[config.mk]
export PLATFORM = sky130hd
export DESIGN_NAME = alu_mc
export DESIGN_NICKNAME = d
export VERILOG_FILES = /design/src/rtl/alu_mc.sv
export SDC_FILE = /design/constraint.sdc
export NUM_CORES = 1
export LEC_CHECK = 0
export ABC_AREA = 1
export CELL_PAD_IN_SITES_DETAIL_PLACEMENT = 1
export CELL_PAD_IN_SITES_GLOBAL_PLACEMENT = 1
export CORE_AREA = 2 2 225 227
export DETAILED_ROUTE_END_ITERATION = 10
export DIE_AREA = 0 0 227 229
export PLACE_DENSITY = 0.91
export SLEW_MARGIN = 15
export SYNTH_ARGS = -nofsm -noshare
export SYNTH_HDL_FRONTEND = slang
export SYNTH_SLANG_ARGS = --single-unit
export TNS_END_PERCENT = 50
[constraint.sdc]
create_clock -name clk -period 7.14 [get_ports clk]
set_input_delay 1.785 -clock clk [delete_from_list [all_inputs] [get_ports clk]]
set_output_delay 1.785 -clock clk [all_outputs]
set_load 0.01 [all_outputs]
[src/rtl/alu_mc.sv]
// Multi-cycle ALU: single-cycle logic/compare/shift ops, radix-2 iterative MUL/MULHU/DIVU/REMU.
// Latency 1 cycle (ops 0-11) or WIDTH+1 cycles (ops 12-15); in_ready only in IDLE, result held until out_ready.
module alu_mc #(
   parameter  int WIDTH = 32,
   localparam int SHW   = $clog2(WIDTH)
) (
   input  logic             clk,
   input  logic             rst_n,
   input  logic             in_valid,
   output logic             in_ready,
   input  logic [3:0]       op,
   input  logic [WIDTH-1:0] r1,
   input  logic [WIDTH-1:0] r2,
   input  logic             flush,
   output logic             out_valid,
   input  logic             out_ready,
   output logic [WIDTH-1:0] result,
   output logic             overflow
);

   typedef enum logic [1:0] {IDLE, BUSY, DONE} state_t;

   state_t             state_q;
   logic [1:0]         op_q;
   logic [WIDTH-1:0]   a_q;
   logic [WIDTH-1:0]   b_q;
   logic [2*WIDTH-1:0] prod_q;
   logic [SHW-1:0]     cnt_q;
   logic [WIDTH-1:0]   result_q;
   logic               overflow_q;

   logic [WIDTH-1:0]   alu_res;
   logic               alu_ovf;
   logic [WIDTH-1:0]   sum;
   logic [WIDTH-1:0]   diff;

   logic [WIDTH:0]     mul_sum;
   logic [WIDTH:0]     div_shift;
   logic [WIDTH:0]     div_diff;
   logic [2*WIDTH-1:0] step_d;
   logic [WIDTH-1:0]   fin_res;

   assign in_ready  = (state_q == IDLE);
   assign out_valid = (state_q == DONE);
   assign result    = result_q;
   assign overflow  = overflow_q;

   assign sum  = r1 + r2;
   assign diff = r1 - r2;

   always_comb begin
      alu_res = '0;
      alu_ovf = 1'b0;
      case (op)
         4'd0: begin
            alu_res = sum;
            alu_ovf = (r1[WIDTH-1] == r2[WIDTH-1]) && (sum[WIDTH-1] != r1[WIDTH-1]);
         end
         4'd1: begin
            alu_res = diff;
            alu_ovf = (r1[WIDTH-1] != r2[WIDTH-1]) && (diff[WIDTH-1] != r1[WIDTH-1]);
         end
         4'd2:    alu_res = ~r1;
         4'd3:    alu_res = r1 & r2;
         4'd4:    alu_res = r1 | r2;
         4'd5:    alu_res = r1 ^ r2;
         4'd6:    alu_res = {{(WIDTH-1){1'b0}}, $signed(r1) < $signed(r2)};
         4'd7:    alu_res = {{(WIDTH-1){1'b0}}, r1 == r2};
         4'd8:    alu_res = {{(WIDTH-1){1'b0}}, r1 < r2};
         4'd9:    alu_res = r1 << r2[SHW-1:0];
         4'd10:   alu_res = r1 >> r2[SHW-1:0];
         4'd11:   alu_res = $unsigned($signed(r1) >>> r2[SHW-1:0]);
         default: alu_res = '0;
      endcase
   end

   // prod_q upper half: MUL accumulator / DIV partial remainder; lower half: multiplier / dividend->quotient
   always_comb begin
      mul_sum   = {1'b0, prod_q[2*WIDTH-1:WIDTH]} + (prod_q[0] ? {1'b0, a_q} : '0);
      div_shift = {prod_q[2*WIDTH-1:WIDTH], prod_q[WIDTH-1]};
      div_diff  = div_shift - {1'b0, b_q};
      step_d    = '0;
      if (!op_q[1])
         step_d = {mul_sum, prod_q[WIDTH-1:1]};
      else if (!div_diff[WIDTH])
         step_d = {div_diff[WIDTH-1:0], prod_q[WIDTH-2:0], 1'b1};
      else
         step_d = {div_shift[WIDTH-1:0], prod_q[WIDTH-2:0], 1'b0};
   end

   // Divide by zero is resolved at the output so the iteration never needs a special case
   always_comb begin
      fin_res = '0;
      case (op_q)
         2'd0:    fin_res = step_d[WIDTH-1:0];
         2'd1:    fin_res = step_d[2*WIDTH-1:WIDTH];
         2'd2:    fin_res = (b_q == '0) ? '1  : step_d[WIDTH-1:0];
         default: fin_res = (b_q == '0) ? a_q : step_d[2*WIDTH-1:WIDTH];
      endcase
   end

   always_ff @(posedge clk or negedge rst_n) begin
      if (!rst_n) begin
         state_q    <= IDLE;
         op_q       <= '0;
         a_q        <= '0;
         b_q        <= '0;
         prod_q     <= '0;
         cnt_q      <= '0;
         result_q   <= '0;
         overflow_q <= 1'b0;
      end else if (flush) begin
         state_q    <= IDLE;
         cnt_q      <= '0;
         result_q   <= '0;
         overflow_q <= 1'b0;
      end else begin
         case (state_q)
            IDLE: begin
               if (in_valid) begin
                  op_q <= op[1:0];
                  a_q  <= r1;
                  b_q  <= r2;
                  if (op[3] && op[2]) begin
                     state_q    <= BUSY;
                     cnt_q      <= '0;
                     prod_q     <= op[1] ? {{WIDTH{1'b0}}, r1} : {{WIDTH{1'b0}}, r2};
                     overflow_q <= 1'b0;
                  end else begin
                     state_q    <= DONE;
                     result_q   <= alu_res;
                     overflow_q <= alu_ovf;
                  end
               end
            end
            BUSY: begin
               prod_q <= step_d;
               if (cnt_q == SHW'(WIDTH-1)) begin
                  cnt_q    <= '0;
                  result_q <= fin_res;
                  state_q  <= DONE;
               end else begin
                  cnt_q <= cnt_q + 1'b1;
               end
            end
            DONE: begin
               if (out_ready)
                  state_q <= IDLE;
            end
            default: state_q <= IDLE;
         endcase
      end
   end

endmodule

==> flow_summary.json <==
{
  "port_buffers": 107,
  "total_switching_power_mw": 4.077,
  "viasPerCell": 6.490,
  "final_cell_mix": "1347 x nand2_1, 460 x o21ai_0, 442 x inv_1, 275 x a21oi_1, 271 x nand3_1",
  "syn2layout_area_growth_pct": 8.797,
  "peakVddDrop_uv": 143.4,
  "fin_crit_ns": 5.570,
  "cts_resized": 0,
  "p_int_mw": 3.098,
  "gp_congestion": 1.126,
  "switching_share_pct": 56.82,
  "rows": 82,
  "fill_cells": 7174,
  "max_slew_margin_pct": 25.43,
  "die-area_mm2": 0.05198,
  "path_clk_slew_ns": 0.08,
  "min_from": "result[2]",
  "synth_nets": 4279,
  "first_pass_iters": 6,
  "cp.arrival_ns": 5.93,
  "synthCells": 4032,
  "startpoint_type": "primary input",
  "post-place-ws_ns": 1.355,
  "grt_pass1_vias": 30930,
  "num_vias": 30540,
  "ys_ff_latch": 170,
  "grt_max_degree": 97,
  "hold_viol": 0,
  "syn_area_per_cell_um2": 5.732,
  "pwr_density_cell_mw_per_mm2": 285.4,
  "cp.required_ns": 7.50,
  "grt.overflow.total": 0,
  "layout_setup_ws_ns": 1.570,
  "drcViolationCount": 0,
  "critPathKind": "primary input to flip-flop",
  "timing.rr.start": "b_q[0]",
  "share_comb_of_total_power_pct": 62.9,
  "critPathSlowestCell": "clkdlybuf4s50_1",
  "cp_top_family": "compound AO/OA/AOI/OAI gates",
  "end_kind": "flip-flop",
  "synth_area_leaders": "nand2_1 22%, dfrtp_1 18%, o21ai_0 10%, ha_1 9.2%, inv_1 7.2%",
  "synth-main-ff-cell": "dfrtp_1",
  "place_area_mm2": 0.02455,
  "grt_pass1_wl_mm": 194.3,
  "ys_seq_area_share_pct": 18.41,
  "synth-edff-count": 0,
  "clock_tree.root_cell": "clkbuf_16",
  "clk_latency_ns": 0.48,
  "synth.distinct_cells": 58,
  "drive_gt1_share_pct": 3.323,
  "wl_per_cell_um": 28.19,
  "cp_max_fo": 7,
  "max_cap_violations": 0,
  "power_mw": 7.175,
  "core_area_mm2": 0.04966,
  "final_cells": 4706,
  "die_y_um": 229,
  "cts_tree": "yes",
  "clock_skew_ns": 0.01749,
  "status": "finished, final reports clean",
  "final_common_cell": "nand2_1",
  "ctsHtreeMaxLevel": 4,
  "finalSetupTns_ns": 0,
  "max_stage_delay_ns": 0.77,
  "dp_hpwl_mm": 104.6,
  "slew_viol_final": 0,
  "cts-buffers-inserted": 17,
  "postRouteAntennaNets": 0,
  "die_w_um": 227,
  "synth_top_area_cell": "nand2_1",
  "design_area_mm2": 0.02515,
  "pwr-share-seq_pct": 22.9,
  "mappedNetlistArea_mm2": 0.02311,
  "leakagePower_nw": 12.64,
  "start_util_pct": 46.54,
  "clock_power_share_pct": 14.2,
  "cts_hold_buf": 0,
  "grt.total_usage_pct": 50.37,
  "antenna_found_initial": 8,
  "max_freq_mhz": 179.5,
  "post-route-period-util_pct": 78.01,
  "synth_top_area_share_pct": 21.89,
  "clockBufferDepth": 2,
  "cp_cell_sequence": "clkdlybuf4s50_1 > inv_1 > ha_1 > nand2_1 > nand2_1 > o21ai_0 > o21ai_1 > inv_1 > o21ai_1 > nand3_1 > nand3_1 > nand2_1 > nand3_1 > nand4_1 > nand3_1 > nand2_1",
  "hold_class": "flip-flop to flip-flop",
  "wirelength_mm": 132.7,
  "setup-violations-final": 0,
  "io_pins": 108,
  "postSynth.asyncResetShare_pct": 100.0,
  "path_buf_inv": 3,
  "final_nets": 4267,
  "grt_setup_unrepaired": "false",
  "cp-startpoint": "r1[2]",
  "cts_sinks": 170,
  "dp.cells": 4673,
  "postCtsSetupRepairBufs": 0,
  "yosys_warnings": 0,
  "worst_pin_slew_ns": 1.119,
  "initialDrtViolationCount": 3671
}
[area by class of cell]
type / count / area (um2) / share of cell area, %
Timing Repair Buffer: 149 / 1363 / 5.419
Sequential cell: 170 / 4259 / 16.94
Clock buffer: 21 / 450.4 / 1.791
Tap cell: 672 / 840.8 / 3.344
Antenna cell: 1 / 2.502 / 0.009952
Inverter: 463 / 1738 / 6.911
Clock inverter: 11 / 138.9 / 0.5523
Multi-Input combinational cell: 3219 / 16350 / 65.03
[worst min-delay path, delay by kind of cell (launching register included)]
kind | cells | cell delay (ns)
flops | 1 | 0.35
simple gates | 2 | 0.12
[metrics by stage]
stage / hold WS [ns] / utilization, %
3_5_place_dp: 0.4733 / 49.44
3_3_place_gp: 0.4632 / 49.44
6_report: 0.4971 / 50.64
4_1_cts: 0.4916 / 50.63
2_1_floorplan: 0.4530 / -
5_1_grt: 0.5185 / 50.63
[registers in the layout, summed over array words and instances (netlist names)]
signal / cells
a_q: 32
b_q: 32
cnt_q: 5
op_q: 2
overflow: 1
prod_q: 64
result: 32
state_q: 2
[power by group through the flow]
stage / Sequential [mW] / Clock, mW / Combinational (mW)
floorplan: 1.44 / 0 / 2.92
global placement: 1.60 / 0 / 4.07
detailed placement: 1.62 / 0 / 4.25
CTS: 1.61 / 0.999 / 4.33
global route: 1.66 / 1.03 / 4.88
finish: 1.64 / 1.02 / 4.52
[cell usage after synthesis (all sizes together) (7+ instances only)]
| cell type | n |
|---|---|
| nor2 | 263 |
| a21boi | 11 |
| o22ai | 33 |
| nand3b | 21 |
| a21oi | 278 |
| o21a | 22 |
| o21ai | 482 |
| clkbuf | 111 |
| nand4 | 42 |
| clkinv | 9 |
| or2 | 16 |
| dfrtp | 170 |
| a21o | 12 |
| buf | 69 |
| o21bai | 10 |
| a31oi | 22 |
| nor4 | 18 |
| xnor2 | 14 |
| o2111ai | 7 |
| xor2 | 9 |
| nand2 | 1358 |
| a32o | 11 |
| inv | 454 |
| ha | 170 |
| nor3 | 38 |
| nand3 | 273 |
| o211ai | 56 |
[kinds of logic (layout without fill, tap and decap cells)]
logic type,count (synthesis),after routing,synth area share (%)
AOI/OAI and AO/OA,983,983,23.80
xor gates and xnor gates,23,23,0.8716
adders and majority gates,174,174,9.550
buffers and inverters,643,644,10.95
DFF,170,170,18.41
muxes,5,5,0.2166
other,0,1,0
and+or+nand+nor,2034,2034,36.21
[worst paths after layout]
| path | end | slack (ns) | depth (start not counted) |
|---|---|---|---|
| worst max-delay path | result[24] | 1.57 | 16 |
| worst min-delay path | result[2] | 0.50 | 2 |
| worst max register to register | result[1] | 3.12 | 22 |
| worst min register to register | result[2] | 0.50 | 2 |
| max in group asynchronous | prod_q[23] | 4.36 | 2 |
| min in group asynchronous | prod_q[61] | 1.37 | 1 |
[routing by layer]
metal,routed length (um),vias to the layer above,global-route usage [%]
li1,-,13300,-
met1,49730,14780,60.12
met2,57400,1878,77.81
met3,13750,575,12.58
met4,11720,8,37.83
met5,56,-,0
No activity file was read; power rests on OpenSTA's default activity.
